$ cat src/rtl/down_counter_timer_if.sv
// Handshake-free control/status bundle for the down counter timer.
// Master drives load/enable controls; slave returns count and flags.
interface down_counter_timer_if #(
  parameter int Width = 8
);
  logic             en_i;
  logic             load_i;
  logic [Width-1:0] data_i;
  logic             mode_i;
  logic [Width-1:0] cnt_o;
  logic             tc_o;
  logic             busy_o;
  logic             done_o;

  modport master (
    output en_i, load_i, data_i, mode_i,
    input  cnt_o, tc_o, busy_o, done_o
  );

  modport slave (
    input  en_i, load_i, data_i, mode_i,
    output cnt_o, tc_o, busy_o, done_o
  );
endinterface

$ cat src/rtl/down_counter_timer.sv
// Loadable enable-gated down counter with one-shot and
// auto-reload modes and a one-cycle terminal-count pulse.
module down_counter_timer #(
  parameter int Width = 8
) (
  input  logic clk_i,
  input  logic rst_i,
  down_counter_timer_if.slave bus
);

  typedef enum logic [1:0] {
    IDLE = 2'd0,
    RUN  = 2'd1,
    DONE = 2'd2
  } state_e;

  state_e           state_q, state_d;
  logic [Width-1:0] cnt_q, cnt_d;
  logic [Width-1:0] reload_q, reload_d;
  logic             mode_q, mode_d;
  logic             tc_q, tc_d;

  always_ff @(posedge clk_i or posedge rst_i) begin
    if (rst_i) begin
      state_q  <= IDLE;
      cnt_q    <= '0;
      reload_q <= '0;
      mode_q   <= 1'b0;
      tc_q     <= 1'b0;
    end else begin
      state_q  <= state_d;
      cnt_q    <= cnt_d;
      reload_q <= reload_d;
      mode_q   <= mode_d;
      tc_q     <= tc_d;
    end
  end

  always_comb begin
    state_d  = state_q;
    cnt_d    = cnt_q;
    reload_d = reload_q;
    mode_d   = mode_q;
    tc_d     = 1'b0;
    // Load beats any terminal event in the same cycle
    if (bus.load_i) begin
      cnt_d    = bus.data_i;
      reload_d = bus.data_i;
      mode_d   = bus.mode_i;
      state_d  = (bus.data_i != '0) ? RUN : IDLE;
    end else begin
      unique case (state_q)
        RUN: begin
          if (bus.en_i) begin
            if (cnt_q == Width'(1)) begin
              tc_d = 1'b1;
              if (mode_q) begin
                cnt_d = reload_q;
              end else begin
                cnt_d   = '0;
                state_d = DONE;
              end
            end else begin
              cnt_d = cnt_q - Width'(1);
            end
          end
        end
        IDLE, DONE: begin
          state_d = state_q;
        end
        default: begin
          state_d = IDLE;
        end
      endcase
    end
  end

  assign bus.cnt_o  = cnt_q;
  assign bus.tc_o   = tc_q;
  assign bus.busy_o = (state_q == RUN);
  assign bus.done_o = (state_q == DONE);

endmodule

$ cat src/flat_wrapper.sv
// flat-port wrapper written by rule: the top's interface ports become plain ports
module down_counter_timer_flat 
#(
  parameter int Width = 8
)
  (clk_i, rst_i, bus_en_i, bus_load_i, bus_data_i, bus_mode_i, bus_cnt_o, bus_tc_o, bus_busy_o, bus_done_o);
  down_counter_timer_if #(.Width(Width)) bus_i ();
  input  logic clk_i;
  input  logic rst_i;
  input wire logic [$bits(bus_i.en_i)-1:0] bus_en_i;
  input wire logic [$bits(bus_i.load_i)-1:0] bus_load_i;
  input wire logic [$bits(bus_i.data_i)-1:0] bus_data_i;
  input wire logic [$bits(bus_i.mode_i)-1:0] bus_mode_i;
  output wire logic [$bits(bus_i.cnt_o)-1:0] bus_cnt_o;
  output wire logic [$bits(bus_i.tc_o)-1:0] bus_tc_o;
  output wire logic [$bits(bus_i.busy_o)-1:0] bus_busy_o;
  output wire logic [$bits(bus_i.done_o)-1:0] bus_done_o;
  assign bus_i.en_i = bus_en_i;
  assign bus_i.load_i = bus_load_i;
  assign bus_i.data_i = bus_data_i;
  assign bus_i.mode_i = bus_mode_i;
  assign bus_cnt_o = bus_i.cnt_o;
  assign bus_tc_o = bus_i.tc_o;
  assign bus_busy_o = bus_i.busy_o;
  assign bus_done_o = bus_i.done_o;
  down_counter_timer #(.Width(Width)) u_core (.clk_i(clk_i), .rst_i(rst_i), .bus(bus_i));
endmodule
$ cat config.mk
export PLATFORM = sky130hd
export DESIGN_NAME = down_counter_timer_flat
export DESIGN_NICKNAME = d
export VERILOG_FILES = /design/src/rtl/down_counter_timer_if.sv /design/src/rtl/down_counter_timer.sv /design/src/flat_wrapper.sv
export SDC_FILE = /design/constraint.sdc
export NUM_CORES = 1
export LEC_CHECK = 0
export CAP_MARGIN = 20
export CORE_MARGIN = 2
export CORE_UTILIZATION = 50
export DETAILED_ROUTE_END_ITERATION = 8
export PLACE_DENSITY = 0.78
export SKIP_CTS_REPAIR_TIMING = 1
export SYNTH_ARGS = -nofsm -noshare
export SYNTH_HDL_FRONTEND = slang
export SYNTH_SLANG_ARGS = --single-unit
$ cat constraint.sdc
create_clock -name clk_i -period 2.09 [get_ports clk_i]
set_clock_uncertainty 0.2 [all_clocks]
set_input_delay 0.209 -clock clk_i [delete_from_list [all_inputs] [get_ports clk_i]]
set_output_delay 0.209 -clock clk_i [all_outputs]
set_load 0.02 [all_outputs]
## Word level (Yosys, flattened, before mapping)

Cells that the tools add are included.
W data, S select, Z words.

| cells by class | value |
|---|---|
| muxes and demuxes | 15 |
| $add $sub $neg | 1 |
| eq/ne operators | 7 |
| reductions and logical operators | 7 |

Operator list:

| kind | number |
|---|---|
| $mux W8 | 5 |
| $eq A8 B1 Y1 const B | 1 |
| $mux W2 | 4 |
| $reduce_bool A8 Y1 | 1 |
| $sub A8 B1 Y8 const B | 1 |
| $ne A3 B3 Y1 const B | 2 |
| $mux W1 | 5 |
| $pmux W2 S2 | 1 |
| $reduce_and A4 Y1 | 1 |
| $reduce_bool A2 Y1 | 2 |
| $ne A3 B2 Y1 const B | 1 |
| $eq A2 B1 Y1 const B | 1 |
| $eq A2 B2 Y1 const B | 1 |
| $logic_not A2 Y1 | 1 |
| $ne A2 B2 Y1 const B | 1 |
| $reduce_and A2 Y1 | 1 |
| $reduce_or A2 Y1 | 1 |

| word-level totals | value |
|---|---|
| word-level logic and storage cells | 35 |
| register bits | 20 |

## Longest topological paths before layout

| logic depth | value |
|---|---|
| depth after elaboration | 5 |
| gate-level depth with buffers | 7 |
| mapped depth without buffers | 6 |

## Least setup slack after synthesis

OpenSTA, ideal clock, no wires.

| timing path | value |
|---|---|
| kind | reg-to-reg |
| start | register u_core.cnt_q[0], in the netlist u_core.bus.cnt_o[0] |
| end | register u_core.state_q[0] |
| slack | 0.159 ns |
| setup time | 0.120 ns |
| arrival | 1.611 ns |
| clock period less this slack | 1.931 ns |
| stages on the path, launching flop included | 7 |
| cell sequence | dfrtp_1 ha_1 nor3b_4 and2_4 buf_6 nand3_2 a31o_1 |

| on the way | value |
|---|---|
| longest elaborated chain between the ends | 3 |

RTL lines:

| element | line | source |
|---|---|---|
| from (decl) | down_counter_timer.sv:18 | `logic [Width-1:0] cnt_q, cnt_d;` |
| from (signal assigned) | down_counter_timer.sv:32 | `cnt_q <= cnt_d;` |
| $eq A8 B1 Y1 | down_counter_timer.sv:55 | `if (cnt_q == Width'(1)) begin` |
| $ne A3 B2 Y1 (no source line) | - |  |
| $reduce_and A4 Y1 (no source line) | - |  |
| to (signal assigned) | down_counter_timer.sv:31 | `state_q <= state_d;` |
| to (decl) | down_counter_timer.sv:17 | `state_e state_q, state_d;` |

Every way passes these cells.
A chain may end at the register's enable or synchronous reset.

## Worst setup path after layout

| timing path | value |
|---|---|
| start | register u_core.cnt_q[0], in the netlist u_core.bus.cnt_o[0] |
| end | register u_core.cnt_q[6], in the netlist u_core.bus.cnt_o[6] |

| on the way | value |
|---|---|
| longest elaborated chain between the ends | 5 |
| elaborated cells between the ends (all ways) | 6 |

RTL lines:

| element | line | source |
|---|---|---|
| $sub A8 B1 Y8 / $eq A8 B1 Y1 (equally long branches) | down_counter_timer.sv:64, down_counter_timer.sv:55 |  |
| $mux W8 * | down_counter_timer.sv:55 |  |
| $mux W8 * | down_counter_timer.sv:54 | `if (bus.en_i) begin` |
| $mux W8 * | down_counter_timer.sv:52 | `unique case (state_q)` |
| $mux W8 * | down_counter_timer.sv:46 | `if (bus.load_i) begin` |

Mark *: on every way between the ends. The rest lies on a longest branch, timed or not. The select of a mux whose other input is x is not followed.

==> impl_metrics.sql <==
INSERT INTO impl_metrics (metric_group, metric, value, unit) VALUES
('power_and_ir_drop', 'internal-power', '0.6691', 'mW'),
('die', 'row_count', '17', ''),
('global_route', 'grt_pass1_vias', '1000', ''),
('cts', 'cts_max_level', '1', ''),
('global_route', 'grt_start_max_net_pins', '21', ''),
('flow_run', 'maxCapViolations', '0', ''),
('global_route', 'number_of_antenna_violations_at_the_first_check_in_global_routing', '0', ''),
('setup_path', 'crit_fanout', '7', ''),
('place', 'numPlacedInstances', '175', ''),
('setup_path', 'critical_path_buf_inv_count', '1', ''),
('global_route', 'grt.overflow.total', '0', ''),
('logic_synthesis', 'synth_top_family_by_area', 'simple AND/OR/NAND/NOR gates', ''),
('setup_path', 'crit_path_cell_trace', 'inv_1 -> ha_1 -> or3b_1 -> nor3_1 -> mux2i_1 -> a22oi_1', ''),
('cts', 'cts-root-to-sink-buffers', '2', ''),
('logic_synthesis', 'synth_flop_cell', 'sky130_fd_sc_hd__dfrtp_1', ''),
('run_status', 'status', 'finished clean', ''),
('power_and_ir_drop', 'swShare', '32.37', '%'),
('timing', 'setup-tns-final', '0', 'ns'),
('die', 'die_x', '51.83', 'um'),
('logic_synthesis', 'post_synth_mux_area_share', '3.829', '%'),
('cells_and_area', 'final_core_util', '66.76', '%'),
('setup_path', 'critical_path_data_required_time', '2.08', 'ns'),
('timing', 'final.min_clock_period', '2.003', 'ns'),
('route', 'routedWlPerCell', '15.58', 'um'),
('die', 'chip_height', '51.83', 'um'),
('logic_synthesis', 'synth.net_count', '138', ''),
('logic_synthesis', 'synthesis.area_per_instance', '9.298', 'um2'),
('cells_and_area', 'flow.area_growth_from_synthesis', '27.90', '%'),
('place', 'place.port_buffers', '23', ''),
('timing', 'maxSlewViolCount', '0', ''),
('cts', 'sinks_on_the_clock_net', '20', ''),
('route', 'avgViaCountPerCell', '5.849', ''),
('setup_path', 'setup.worst_path.end_class', 'flop', ''),
('setup_path', 'timing.critical_path.slowest_stage_cell', 'sky130_fd_sc_hd__dfrtp_1', ''),
('cells_and_area', 'diodes', '0', ''),
('power_and_ir_drop', 'fraction_of_power_consumed_by_the_clock_network', '23.5', '%'),
('cts', 'cts_inserted_buffers', '3', ''),
('cells_and_area', 'post_route_cells_drive_above_1_share', '11.92', '%'),
('timing', 'period_share', '95.81', '%'),
('cts', 'skew_pair_late_insertion_delay', '0.31', 'ns'),
('logic_synthesis', 'synth_compound_gate_area_share', '19.58', '%'),
('route', 'number_of_drc_markers_in_iteration_0', '32', ''),
('route', 'drt-pass1-iter-count', '6', ''),
('timing', 'finalHoldViolCount', '0', ''),
('power_and_ir_drop', 'p_per_area', '676.5', 'nW/um2'),
('place', 'gp_routability_congestion', '0.9170', ''),
('setup_path', 'timing.critical_path.arrival', '1.99', 'ns'),
('logic_synthesis', 'synth_xor_xnor_area_share', '0.7659', '%'),
('route', 'route.vias.total', '1047', ''),
('global_route', 'grt_util_all_layers', '23.19', '%'),
('logic_synthesis', 'synth-edff-count', '0', ''),
('global_route', 'first_pass_grt_wire_length', '4560', 'um'),
('timing', 'maxClockFrequency', '499.4', 'MHz'),
('logic_synthesis', 'synthAdderAreaFrac', '2.188', '%'),
('die', 'die_area', '2686', 'um2'),
('timing', 'finalSetupViolCount', '0', ''),
('cells_and_area', 'num-nets-final', '167', ''),
('logic_synthesis', 'synth.lib_cells_used.distinct', '44', ''),
('power_and_ir_drop', 'net-switching-power', '0.3203', 'mW'),
('timing', 'timing_worst_slew_pin_value', '0.4533', 'ns'),
('die', 'design.core.area', '2191', 'um2'),
('power_and_ir_drop', 'peakVddDrop', '0.3651', 'mV'),
('route', 'drcViolationCount', '0', ''),
('place', 'place_hpwl', '2030', 'um'),
('setup_path', 'timing_worst_setup_path_type', 'flop to flop', ''),
('setup_path', 'timing.critical_path.max_delay_family', 'simple AND/OR/NAND/NOR gates', ''),
('timing', 'timing.max_slew.rel_slack', '69.68', '%'),
('power_and_ir_drop', 'combPwrFrac', '28.1', '%'),
('die', 'top_level_ports', '24', ''),
('cts', 'clock_tree_from_tritoncts', 'built', ''),
('timing', 'hold_slack', '0.01590', 'ns');
## cells in the final DEF, fill, tap and decap left out, types with 2 or more instances in the layout
cell	Yosys	final
sky130_fd_sc_hd__a21oi_1	8	8
sky130_fd_sc_hd__a22oi_1	3	3
sky130_fd_sc_hd__a31oi_1	4	4
sky130_fd_sc_hd__buf_4	1	7
sky130_fd_sc_hd__clkbuf_4	0	3
sky130_fd_sc_hd__clkdlybuf4s50_1	0	23
sky130_fd_sc_hd__dfrtp_1	20	20
sky130_fd_sc_hd__ha_1	2	2
sky130_fd_sc_hd__inv_1	9	9
sky130_fd_sc_hd__mux2_2	3	3
sky130_fd_sc_hd__nand2_1	13	13
sky130_fd_sc_hd__nand2b_1	2	2
sky130_fd_sc_hd__nand3_1	2	2
sky130_fd_sc_hd__nor2_1	8	8
sky130_fd_sc_hd__nor2b_1	4	4
sky130_fd_sc_hd__nor3_1	5	5
sky130_fd_sc_hd__nor4_1	2	2
sky130_fd_sc_hd__o21ai_0	6	6
sky130_fd_sc_hd__o21ai_1	2	2
## area by class of cell
cell class / instances / area (um2)
inverters: 9 / 33.78
clock buffers: 4 / 36.28
multi-input cells: 88 / 574.3
fillers: 178 / 728.2
well taps: 28 / 35.03
flip-flops and latches: 20 / 500.5
repair buffers: 30 / 282.8
## power groups by stage
stage,registers (mW),clock network [mW],logic [mW]
after global routing,0.484,0.255,0.303
after global placement,0.484,0,0.271
after detailed placement,0.486,0,0.276
after floorplan,0.500,0,0.138
after CTS,0.478,0.237,0.278
final,0.479,0.232,0.278
## cells in the mapped netlist, types with 2 or more instances
library cell               number  area share [%]
sky130_fd_sc_hd__dfrtp_1       20              44
sky130_fd_sc_hd__nand2_1       13             4.3
sky130_fd_sc_hd__inv_1          9             3.0
sky130_fd_sc_hd__a21oi_1        8             3.5
sky130_fd_sc_hd__nor2_1         8             2.6
sky130_fd_sc_hd__o21ai_0        6             2.6
sky130_fd_sc_hd__nor3_1         5             2.2
sky130_fd_sc_hd__a31oi_1        4             2.2
sky130_fd_sc_hd__nor2b_1        4             2.2
sky130_fd_sc_hd__a22oi_1        3             2.0
sky130_fd_sc_hd__clkbuf_1       3            0.98
sky130_fd_sc_hd__mux2_2         3             3.0
sky130_fd_sc_hd__ha_1           2             2.2
sky130_fd_sc_hd__nand2b_1       2             1.1
sky130_fd_sc_hd__nand3_1        2            0.88
sky130_fd_sc_hd__nor4_1         2             1.1
sky130_fd_sc_hd__o21ai_1        2            0.88
## final timing paths
path                                      from             endpoint  slack [ns]  cells after the start
max                        u_core.bus.cnt_o[0]  u_core.bus.cnt_o[6]        0.09                      6
min                                      rst_i   u_core.reload_q[2]        0.02                      3
max reg2reg                u_core.bus.cnt_o[0]  u_core.bus.cnt_o[6]        0.09                      6
min reg2reg                 u_core.reload_q[3]   u_core.reload_q[3]        0.30                      2
max in group asynchronous                rst_i  u_core.bus.cnt_o[6]        1.46                      3
min in group clk_i                  bus_mode_i        u_core.mode_q        0.26                      3
## kinds of logic after synthesis
logic type,after synthesis
fa+ha+maj,2
compound gates,34
xor+xnor,1
buf+inv,15
mux,4
simple gates,47
flops,20
## registers in the layout, summed over array words and instances, names as in the netlist
register / count
u_core.state_q: 2
u_core.mode_q: 1
u_core.reload_q: 8
u_core.bus.tc_o: 1
u_core.bus.cnt_o: 8
## per-layer routing
metal | GRT usage [%] | vias up | share of wire [%]
met2 | 37.55 | 37 | 47
met5 | 0 | - | 0
met4 | 9.211 | 0 | 1.6
li1 | - | 499 | -
met3 | 3.736 | 4 | 5.1
met1 | 30.86 | 507 | 46
## tightest hold or removal path, delay by kind of cell
kind     cells  cell delay, ns
buf+inv      3            0.71
## metrics by stage
step / worst slack (ns) / total power [mW] / cell area, um2
after CTS: 0.09777 / 0.9931 / 1463
after floorplan: 0.1589 / 0.6375 / 1144
after global routing: 0.003910 / 1.042 / 1463
final: 0.08749 / 0.9895 / 1463
after global placement: 0.1292 / 0.7552 / 1426
after detailed placement: 0.1179 / 0.7619 / 1426
(Power assumes the default switching activity.)
